<file path="src/rtl/h_gate_sequencer.sv">
// Sequences a 2-qubit H pass over a 4-amplitude state store. Each pair goes through an
// external fixed-latency gate datapath and is written back to the store when it returns.
module h_gate_sequencer #(
    parameter int W   = 8,
    parameter int LAT = 2
) (
    input  logic                clk,
    input  logic                rst,
    input  logic                load_valid,
    input  logic [1:0]          load_addr,
    input  logic signed [W-1:0] load_r,
    input  logic signed [W-1:0] load_i,
    input  logic                start,
    input  logic                target,
    output logic                busy,
    output logic                done,
    input  logic [1:0]          rd_addr,
    output logic signed [W-1:0] rd_r,
    output logic signed [W-1:0] rd_i,
    output logic signed [W-1:0] alpha_r,
    output logic signed [W-1:0] alpha_i,
    output logic signed [W-1:0] beta_r,
    output logic signed [W-1:0] beta_i,
    input  logic signed [W-1:0] new_alpha_r,
    input  logic signed [W-1:0] new_alpha_i,
    input  logic signed [W-1:0] new_beta_r,
    input  logic signed [W-1:0] new_beta_i
);

    typedef struct packed {
        logic signed [W-1:0] r;
        logic signed [W-1:0] i;
    } amp_t;

    typedef enum logic [1:0] {IDLE, ISSUE, DRAIN, FIN} state_t;

    state_t     state, state_nx;
    amp_t       store [4];
    logic       tgt;
    logic       issue_idx;
    logic       issue_vld;
    logic [LAT:1] vld_pipe;
    logic [LAT:1] pair_pipe;
    logic       tail_vld;
    logic       tail_pair;
    logic [1:0] iss_lo, iss_hi, wb_lo, wb_hi;

    // target 0 pairs differ in bit 0 of the index, target 1 pairs in bit 1
    function automatic logic [1:0] lo_of(input logic t, input logic p);
        return t ? {1'b0, p} : {p, 1'b0};
    endfunction

    function automatic logic [1:0] hi_of(input logic t, input logic p);
        return t ? {1'b1, p} : {p, 1'b1};
    endfunction

    assign issue_vld = (state == ISSUE);
    assign tail_vld  = vld_pipe[LAT];
    assign tail_pair = pair_pipe[LAT];
    assign iss_lo    = lo_of(tgt, issue_idx);
    assign iss_hi    = hi_of(tgt, issue_idx);
    assign wb_lo     = lo_of(tgt, tail_pair);
    assign wb_hi     = hi_of(tgt, tail_pair);

    always_comb begin
        state_nx = state;
        case (state)
            IDLE:  if (start) state_nx = ISSUE;
            ISSUE: if (issue_idx) state_nx = DRAIN;
            DRAIN: if (tail_vld && tail_pair) state_nx = FIN;
            FIN:   state_nx = IDLE;
        endcase
    end

    assign busy    = (state != IDLE);
    assign done    = (state == FIN);
    assign alpha_r = issue_vld ? store[iss_lo].r : '0;
    assign alpha_i = issue_vld ? store[iss_lo].i : '0;
    assign beta_r  = issue_vld ? store[iss_hi].r : '0;
    assign beta_i  = issue_vld ? store[iss_hi].i : '0;
    assign rd_r    = store[rd_addr].r;
    assign rd_i    = store[rd_addr].i;

    always_ff @(posedge clk or posedge rst) begin
        if (rst) state <= IDLE;
        else     state <= state_nx;
    end

    always_ff @(posedge clk or posedge rst) begin
        if (rst) begin
            tgt       <= 1'b0;
            issue_idx <= 1'b0;
            vld_pipe  <= '0;
            pair_pipe <= '0;
        end else begin
            if (state == IDLE && start) begin
                tgt       <= target;
                issue_idx <= 1'b0;
            end else if (issue_vld) begin
                issue_idx <= ~issue_idx;
            end
            vld_pipe[1]  <= issue_vld;
            pair_pipe[1] <= issue_idx;
            for (int k = 2; k <= LAT; k++) begin
                vld_pipe[k]  <= vld_pipe[k-1];
                pair_pipe[k] <= pair_pipe[k-1];
            end
        end
    end

    // loads only happen in IDLE and writebacks only mid-pass, so the two never collide
    always_ff @(posedge clk or posedge rst) begin
        if (rst) begin
            for (int a = 0; a < 4; a++) store[a] <= '0;
        end else begin
            if (state == IDLE && load_valid && !start)
                store[load_addr] <= {load_r, load_i};
            if (tail_vld) begin
                store[wb_lo] <= {new_alpha_r, new_alpha_i};
                store[wb_hi] <= {new_beta_r, new_beta_i};
            end
        end
    end

endmodule

</file>
<file path="config.mk">
export PLATFORM = sky130hd
export DESIGN_NAME = h_gate_sequencer
export DESIGN_NICKNAME = d
export VERILOG_FILES = /design/src/rtl/h_gate_sequencer.sv
export SDC_FILE = /design/constraint.sdc
export NUM_CORES = 1
export LEC_CHECK = 0
export CAP_MARGIN = 20
export CORE_UTILIZATION = 54
export CTS_BUF_LIST = sky130_fd_sc_hd__clkbuf_4 sky130_fd_sc_hd__clkbuf_8 sky130_fd_sc_hd__clkbuf_16
export DETAILED_ROUTE_END_ITERATION = 10
export GPL_TIMING_DRIVEN = 0
export PLACE_DENSITY_LB_ADDON = 0.25
export SLEW_MARGIN = 20
export SYNTH_ARGS = -nofsm -noshare
export SYNTH_HDL_FRONTEND = slang
export SYNTH_SLANG_ARGS = --single-unit
</file>
<file path="constraint.sdc">
create_clock -name clk -period 2.6 [get_ports clk]
set_clock_uncertainty 0.05 [all_clocks]
set_input_delay 0.26 -clock clk [delete_from_list [all_inputs] [get_ports clk]]
set_output_delay 0.26 -clock clk [all_outputs]
set_load 0.05 [all_outputs]
</file>
# Yosys cells after proc, flatten, opt, wreduce, memory -nomap -nowiden
# Index checks and enable logic that the tools add are counted.
# op_classes
mux,34
n_lt_le_gt_ge,9
reduce_logical,12
n_eq_ne,6
n_bitwise,7
# ops
operator,count
bitwise mux 64 bit,3
two-way mux 16 bit,9
two-way mux 64 bit,2
binary-select mux 16 bit (select 2 bit),3
demux 16 bit (select 2 bit),3
two-way mux 8 bit,4
"greater-or-equal comparator 3 bit, second input constant",6
inverter 2 -> 3 bit,6
two-way mux 2 bit,7
"< comparator 3 x 1 -> 1 bit, second input constant",3
case mux 2 bit (4 select lines),1
logical AND 1 bit,7
"inequality test 2 bit, second input constant",3
"equality test 2 bit, second input constant",2
nonzero test 2 bit,2
AND reduction 3 bit,1
"equality test 2 x 1 -> 1 bit, second input constant",1
zero test 2 bit,1
two-way mux 1 bit,2
zero test 1 bit,1
inverter 1 bit,1
# totals
elab_cells,81
register_bits,72
input_bits,57

# Logic depth before layout (Yosys ltp)
# Gate-level depths: netlist of the first run.
# depth
depth_word,10
depth_mapped,8

# Worst setup path before layout of the first run
# OpenSTA, ideal clock, no wires.
# synth_timing
path_kind,flip-flop to output port
from,register state[1]
to,output alpha_i[0]
stages_incl_launch_ff,5
setup_slack_ns,0.850
required_time_ns,2.290
arrival_ns,1.440
cell_sequence,dfrtp_1 -> inv_1 -> ha_1 -> clkbuf_1 -> o211a_1
# synth_via
elab_chain_cells,2
# synth_rtl
item,line,rtl
from (decl),37,"state_t state, state_nx;"
from (signal assigned),86,else state <= state_nx;
equality test 2 x 1 -> 1 bit,57,assign issue_vld = (state == ISSUE);
named net issue_vld,41,logic issue_vld;
two-way mux 8 bit,78,assign alpha_i = issue_vld ? store[iss_lo].i : '0;
to (decl),21,"output logic signed [W-1:0] alpha_i,"
# The timed path passes the listed nets, and every way through them passes these cells.

# Final worst setup path of the first run
# layout_timing
from,register tgt
to,output beta_i[6]
# layout_via
elab_chain_cells,6
# layout_rtl
item,line,rtl
from (decl),39,logic tgt;
from (signal assigned),97,tgt <= target;
two-way mux 2 bit,54,"return t ? {1'b1, p} : {p, 1'b1};"
inverter 2 -> 3 bit (not written as such),80,assign beta_i = issue_vld ? store[iss_hi].i : '0;
binary-select mux 16 bit (select 2 bit),80,
two-way mux 16 bit (not written as such) (2 in a row),80,
two-way mux 8 bit,80,
to (decl),23,"output logic signed [W-1:0] beta_i,"
# Every way passes these cells. The select of a mux whose other input is x is not followed.

==> impl_metrics.json, run 1 <==
{
  "yosysSeqAreaShare_pct": 31.4,
  "hold_path.class": "in -> async",
  "final_cell_count_no_fill": 919,
  "synth_async_sr_flop_share_pct": 100,
  "cp_num_cells": 6,
  "synth.avg_cell_area_um2": 8.66,
  "initial_core_util_pct": 55.6,
  "grt_use_total_pct": 40.9,
  "synth.distinct_cells": 38,
  "ant_nets": 0,
  "syn_nets": 724,
  "portBuffers": 103,
  "max_freq_ghz": 0.392,
  "cp_num_buf_inv": 3,
  "setup.worst_path.start": "tgt$_DFFE_PP0P_",
  "synth_top_area_cell": "dfrtp_1",
  "rsz0062_at_grt": "no",
  "worst_pin_slew_ns": 0.584,
  "dr.pass1.iters": 7,
  "final_core_util_pct": 68.7,
  "cpMostUsedCell": "buf_2",
  "p_leak_uw": 0.00292,
  "r2r_cells": 7,
  "end_kind": "primary output",
  "netlist_area_mm2": 0.00574,
  "synthTopCellsByArea": "dfrtp_1, a32oi_1, mux4_2",
  "gp_congestion": 0.956,
  "clk_pin_slew_ns": 0.09,
  "p_per_area_mw_per_mm2": 1310,
  "finalHoldViolCount": 0,
  "ios": 107,
  "final_max_slew_viol_count": 0,
  "placedCellCount": 903,
  "avgRoutedWirePerCell_um": 23.6,
  "fin_crit_sh_pct": 98.1,
  "crit_fanout": 10,
  "htreeDepth": 3,
  "drive_above_1_share_pct": 15.1,
  "cp.arrival_ns": 2.24,
  "antenna_found_initial": 0,
  "n_fill_cell": 850,
  "synth_edf_count": 0,
  "timing.rr.start": "state[0]$_DFFE_PP0P_",
  "yosys.cell_count.top_type": "dfrtp_1",
  "drt_wl_total_um": 21700,
  "clk_latency_ns": 0.38,
  "netlist.area_leader.share_pct": 31.4,
  "overflow": 0,
  "core_area_mm2": 0.0103,
  "die_area_mm2": 0.0111,
  "grt_max_degree": 48,
  "root_buffer": "clkbuf_8",
  "endpoint": "beta_i[6]",
  "worst_path_dominant_cell_family": "buffers and inverters",
  "rows": 37,
  "relSlewSlack_pct": 61.0,
  "synthTopCellsByCount": "dfrtp_1, nand2_1, a32oi_1",
  "hold_buffers": 0,
  "hpwlAfterDp_um": 17000,
  "ir_drop_v": 0.000789,
  "cp-start-kind": "flop",
  "max_cap_violations": 0,
  "clockBufferDepth": 2,
  "crit_chain": "buf_2 > buf_2 > mux2i_1 > o21ai_0 > and2_1 > clkdlybuf4s15_1",
  "area_growth_pct": 23.5,
  "crit_slowest_cell": "clkdlybuf4s15_1",
  "status": "finished clean",
  "grt_pass1_vias": 6307,
  "synthCells": 663,
  "setup_violations": 0,
  "route.detailed.drc": 0,
  "cts_made_buffers": 9,
  "multi_input_area_mm2": 0.00352,
  "r2r-end": "store[8]$_DFF_PP0_",
  "synth-main-ff-cell": "dfrtp_1",
  "cts_tree": "yes",
  "max_stage_delay_ns": 0.49,
  "r2r_setup_slack_ns": 0.56,
  "fin_nets": 839,
  "regArea_mm2": 0.00180,
  "avgViaCountPerCell": 6.93,
  "n_antenna_cell": 0,
  "synth_warnings": 0,
  "drt_iter0_markers": 771,
  "cts.sinks": 72,
  "cts_setup_buffers": 0,
  "synth-seq-cells": 72,
  "grt_pass1_wl_um": 34200,
  "routed-via-count": 6366,
  "worstSetupPathType": "reg -> out",
  "layout_min_cycle_time_ns": 2.55,
  "die_y_um": 105,
  "cp.required_ns": 2.29,
  "die-width_um": 105
}
## layout by cell type (no fill, tap or decap), types with 2 or more instances in the layout
cell type	n
clkbuf_4	2
clkdlybuf4s15_2	9
o211a_1	16
mux2_2	2
a21o_1	16
nand2_1	66
o21ai_0	61
inv_1	4
nor2b_1	17
mux2i_1	32
clkbuf_1	31
buf_2	36
o31ai_1	16
o21ai_1	3
clkinvlp_4	4
nand4_1	16
nand3b_1	16
dfrtp_1	72
clkdlybuf4s50_1	71
buf_1	2
clkbuf_2	23
ha_1	4
clkbuf_8	9
a32oi_1	64
nand3_1	48
and2_1	18
mux4_2	16
clkdlybuf4s15_1	2
nor2_1	32
nor3b_1	16
buf_4	10
a31oi_1	16
o211ai_1	16
## registers in the layout, indices dropped and copies added, names as in the netlist
register,count
state,2
issue_idx,1
pair_pipe,2
vld_pipe,2
store,64
tgt,1
## through the flow
step,worst slack (ns),hold WS (ns),power [uW],setup TNS [ns],instance area [um2]
after floorplan,0.465,0.281,6350,0,5740
after global placement,-0.749,0.287,8020,-53.66,6940
after detailed placement,0.0406,0.297,8280,0,6970
after CTS,-0.0000278,0.178,9130,-0.0000278,7170
after global routing,0.000142,0.201,9720,0,7090
final,0.0482,0.159,9280,0,7090
## metal layers
layer,GRT usage (%),part of all wire (%),vias to the layer above
met5,0,0,-
li1,-,-,2768
met3,12.5,14,65
met1,53.8,38,3008
met4,16.0,2.6,0
met2,63.1,45,525
## logic make-up (layout without fill, tap and decap cells)
kind of cell,count (synthesis),count (layout),share of synthesized area (%)
buf+inv,89,209,7.28
fa+ha+maj,4,4,0.871
mux,50,50,12.2
flops,72,72,31.4
simple gates,236,236,21.5
compound gates,211,211,26.6
xor+xnor,1,1,0.153
## power by group
part / switching (uW) / leakage, uW / total, uW / internal, uW
combinational: 3760 / 0.00198 / 5900 / 2140
clock: 501 / 0.0000886 / 958 / 457
sequential: 727 / 0.000858 / 2420 / 1700
total: 4980 / 0.00292 / 9280 / 4290
## cell type report
cell class | count | share of cell area (%)
clock buffers | 10 | 1.85
clock inverters | 6 | 0.971
multi-input cells | 502 | 49.7
plain buffers | 83 | 5.66
repair buffers | 104 | 13.7
well taps | 136 | 2.40
flip-flops and latches | 72 | 25.4
inverters | 6 | 0.353
## worst min-delay path by stage
stage | slack (ns) | end | depth (start not counted) | startpoint
finish | 0.16 | store[56]$_DFF_PP0_ | 2 | rst
global route | 0.20 | store[56]$_DFF_PP0_ | 2 | rst
CTS | 0.18 | store[56]$_DFF_PP0_ | 2 | rst
detailed placement | 0.30 | pair_pipe[2]$_DFF_PP0_ | 0 | pair_pipe[1]$_DFF_PP0_
global placement | 0.29 | vld_pipe[2]$_DFF_PP0_ | 0 | vld_pipe[1]$_DFF_PP0_
floorplan | 0.28 | pair_pipe[2]$_DFF_PP0_ | 0 | pair_pipe[1]$_DFF_PP0_
## timing repair
action	4_1_cts	5_1_grt
endpoints found under the hold margin	0	0
endpoints found under the setup margin	32	30
gates cloned	0	0
gates resized for setup	64	34
No activity file was read; power rests on OpenSTA's default activity.
==> run 2, diff against run 1 <==
--- a/config.mk
+++ b/config.mk
@@ -15,3 +15,4 @@
 export SYNTH_ARGS = -nofsm -noshare
 export SYNTH_HDL_FRONTEND = slang
 export SYNTH_SLANG_ARGS = --single-unit
+export TNS_END_PERCENT = 1
==> impl_metrics.json, run 2 (synthesis results as in run 1) <==
{
  "layout_min_cycle_time_ns": 2.55,
  "die-width_um": 105,
  "max_cap_violations": 0,
  "grt_pass1_vias": 6304,
  "crit_fanout": 10,
  "root_buffer": "clkbuf_8",
  "die_y_um": 105,
  "p_leak_uw": 0.00292,
  "placedCellCount": 903,
  "avgRoutedWirePerCell_um": 23.5,
  "drive_above_1_share_pct": 15.1,
  "cts_made_buffers": 9,
  "drt_wl_total_um": 21600,
  "cts_tree": "yes",
  "final_max_slew_viol_count": 0,
  "cts_setup_buffers": 0,
  "regArea_mm2": 0.00180,
  "dr.pass1.iters": 6,
  "routed-via-count": 6332,
  "multi_input_area_mm2": 0.00352,
  "fin_nets": 839,
  "ir_drop_v": 0.000787,
  "cp-start-kind": "flop",
  "overflow": 0,
  "grt_use_total_pct": 40.9,
  "route.detailed.drc": 0,
  "hold_buffers": 0,
  "final_cell_mix": "dfrtp_1, clkdlybuf4s50_1, nand2_1",
  "cts.sinks": 72,
  "p_total_uw": 9280,
  "cp.required_ns": 2.29,
  "portBuffers": 103,
  "core_area_mm2": 0.0103,
  "grt_pass1_wl_um": 34200,
  "relSlewSlack_pct": 63.9,
  "setup_violations": 0,
  "antenna_found_initial": 0,
  "rsz0062_at_grt": "no",
  "hpwlAfterDp_um": 17000,
  "grt_max_degree": 48,
  "clk_pin_slew_ns": 0.09,
  "gp_congestion": 0.956,
  "fin_crit_sh_pct": 98.1,
  "worst_pin_slew_ns": 0.541,
  "n_antenna_cell": 0,
  "clockBufferDepth": 2,
  "worstSetupPathType": "reg -> out",
  "n_fill_cell": 848,
  "p_per_area_mw_per_mm2": 1310,
  "area_growth_pct": 23.5,
  "initial_core_util_pct": 55.6,
  "htreeDepth": 3,
  "rows": 37,
  "ios": 107,
  "hold_path.class": "in -> async",
  "avgViaCountPerCell": 6.89,
  "cp.arrival_ns": 2.24,
  "max_freq_ghz": 0.392,
  "top_register": "store",
  "mostFrequentLayoutCell": "dfrtp_1",
  "ant_nets": 0,
  "largest_reg_flops": 64,
  "status": "finished clean",
  "drt_iter0_markers": 792,
  "clk_latency_ns": 0.38,
  "end_kind": "primary output",
  "finalHoldViolCount": 0,
  "die_area_mm2": 0.0111,
  "final_cell_count_no_fill": 919
}
-- run 2: repair_timing --
action                     CTS  global route
cloned                       0             0
gates resized for setup     60            39
setup endpoints to repair   32            30
-- run 2: report_power, final --
group | leakage, uW | internal [uW] | total [uW] | switching (uW)
sequential | 0.000858 | 1700 | 2410 | 719
clock | 0.0000886 | 457 | 963 | 505
combinational | 0.00197 | 2140 | 5900 | 3760
total | 0.00292 | 4290 | 9280 | 4980
-- run 2: metal layers --
metal / wire length (um) / GRT usage [%] / part of all wire [%] / vias to the layer above
met4: 622 / 15.9 / 2.9 / 0
met3: 3330 / 12.5 / 15 / 81
met2: 9730 / 63.2 / 45 / 526
met1: 7920 / 53.7 / 37 / 2956
li1: - / - / - / 2769
met5: 0 / 0 / 0 / -
-- run 2: worst paths after layout --
path / slack, ns / startpoint / cells past startpoint / endpoint
setup / recovery: 0.05 / tgt$_DFFE_PP0P_ / 6 / beta_i[6]
hold / removal: 0.16 / rst / 2 / store[56]$_DFF_PP0_
setup reg to reg: 0.54 / state[0]$_DFFE_PP0P_ / 7 / store[8]$_DFF_PP0_
max in group asynchronous: 1.77 / rst / 3 / issue_idx$_DFFE_PP0P_
min in group clk: 0.32 / pair_pipe[1]$_DFF_PP0_ / 0 / pair_pipe[2]$_DFF_PP0_
hold reg to reg: 0.32 / pair_pipe[1]$_DFF_PP0_ / 0 / pair_pipe[2]$_DFF_PP0_
-- run 2: final cells by class --
| cell class | instances | area share (%) |
|---|---|---|
| well taps | 136 | 2.40 |
| clock buffers | 10 | 1.85 |
| repair buffers | 104 | 13.7 |
| plain buffers | 83 | 5.66 |
| flip-flops and latches | 72 | 25.4 |
| clock inverters | 6 | 0.970 |
| multi-input cells | 502 | 49.7 |
| inverters | 6 | 0.353 |
-- run 2: critical path: stages, from the launching register on --
cell and delay, ns:
dfrtp_1 0.33, buf_2 0.23, buf_2 0.38, mux2i_1 0.12, o21ai_0 0.17, and2_1 0.14, clkdlybuf4s15_1 0.49
-- run 2: through the flow --
step           setup slack, ns    TNS (ns)  hold slack [ns]  util, %  cell area (um2)
2_1_floorplan            0.465           0            0.281        -             5740
3_3_place_gp            -0.749      -53.66            0.287     67.3             6940
3_5_place_dp            0.0406           0            0.297     67.6             6970
4_1_cts             -0.0000278  -0.0000278            0.178     69.4             7170
5_1_grt               0.000142           0            0.201     68.7             7090
6_report                0.0486           0            0.156     68.7             7090
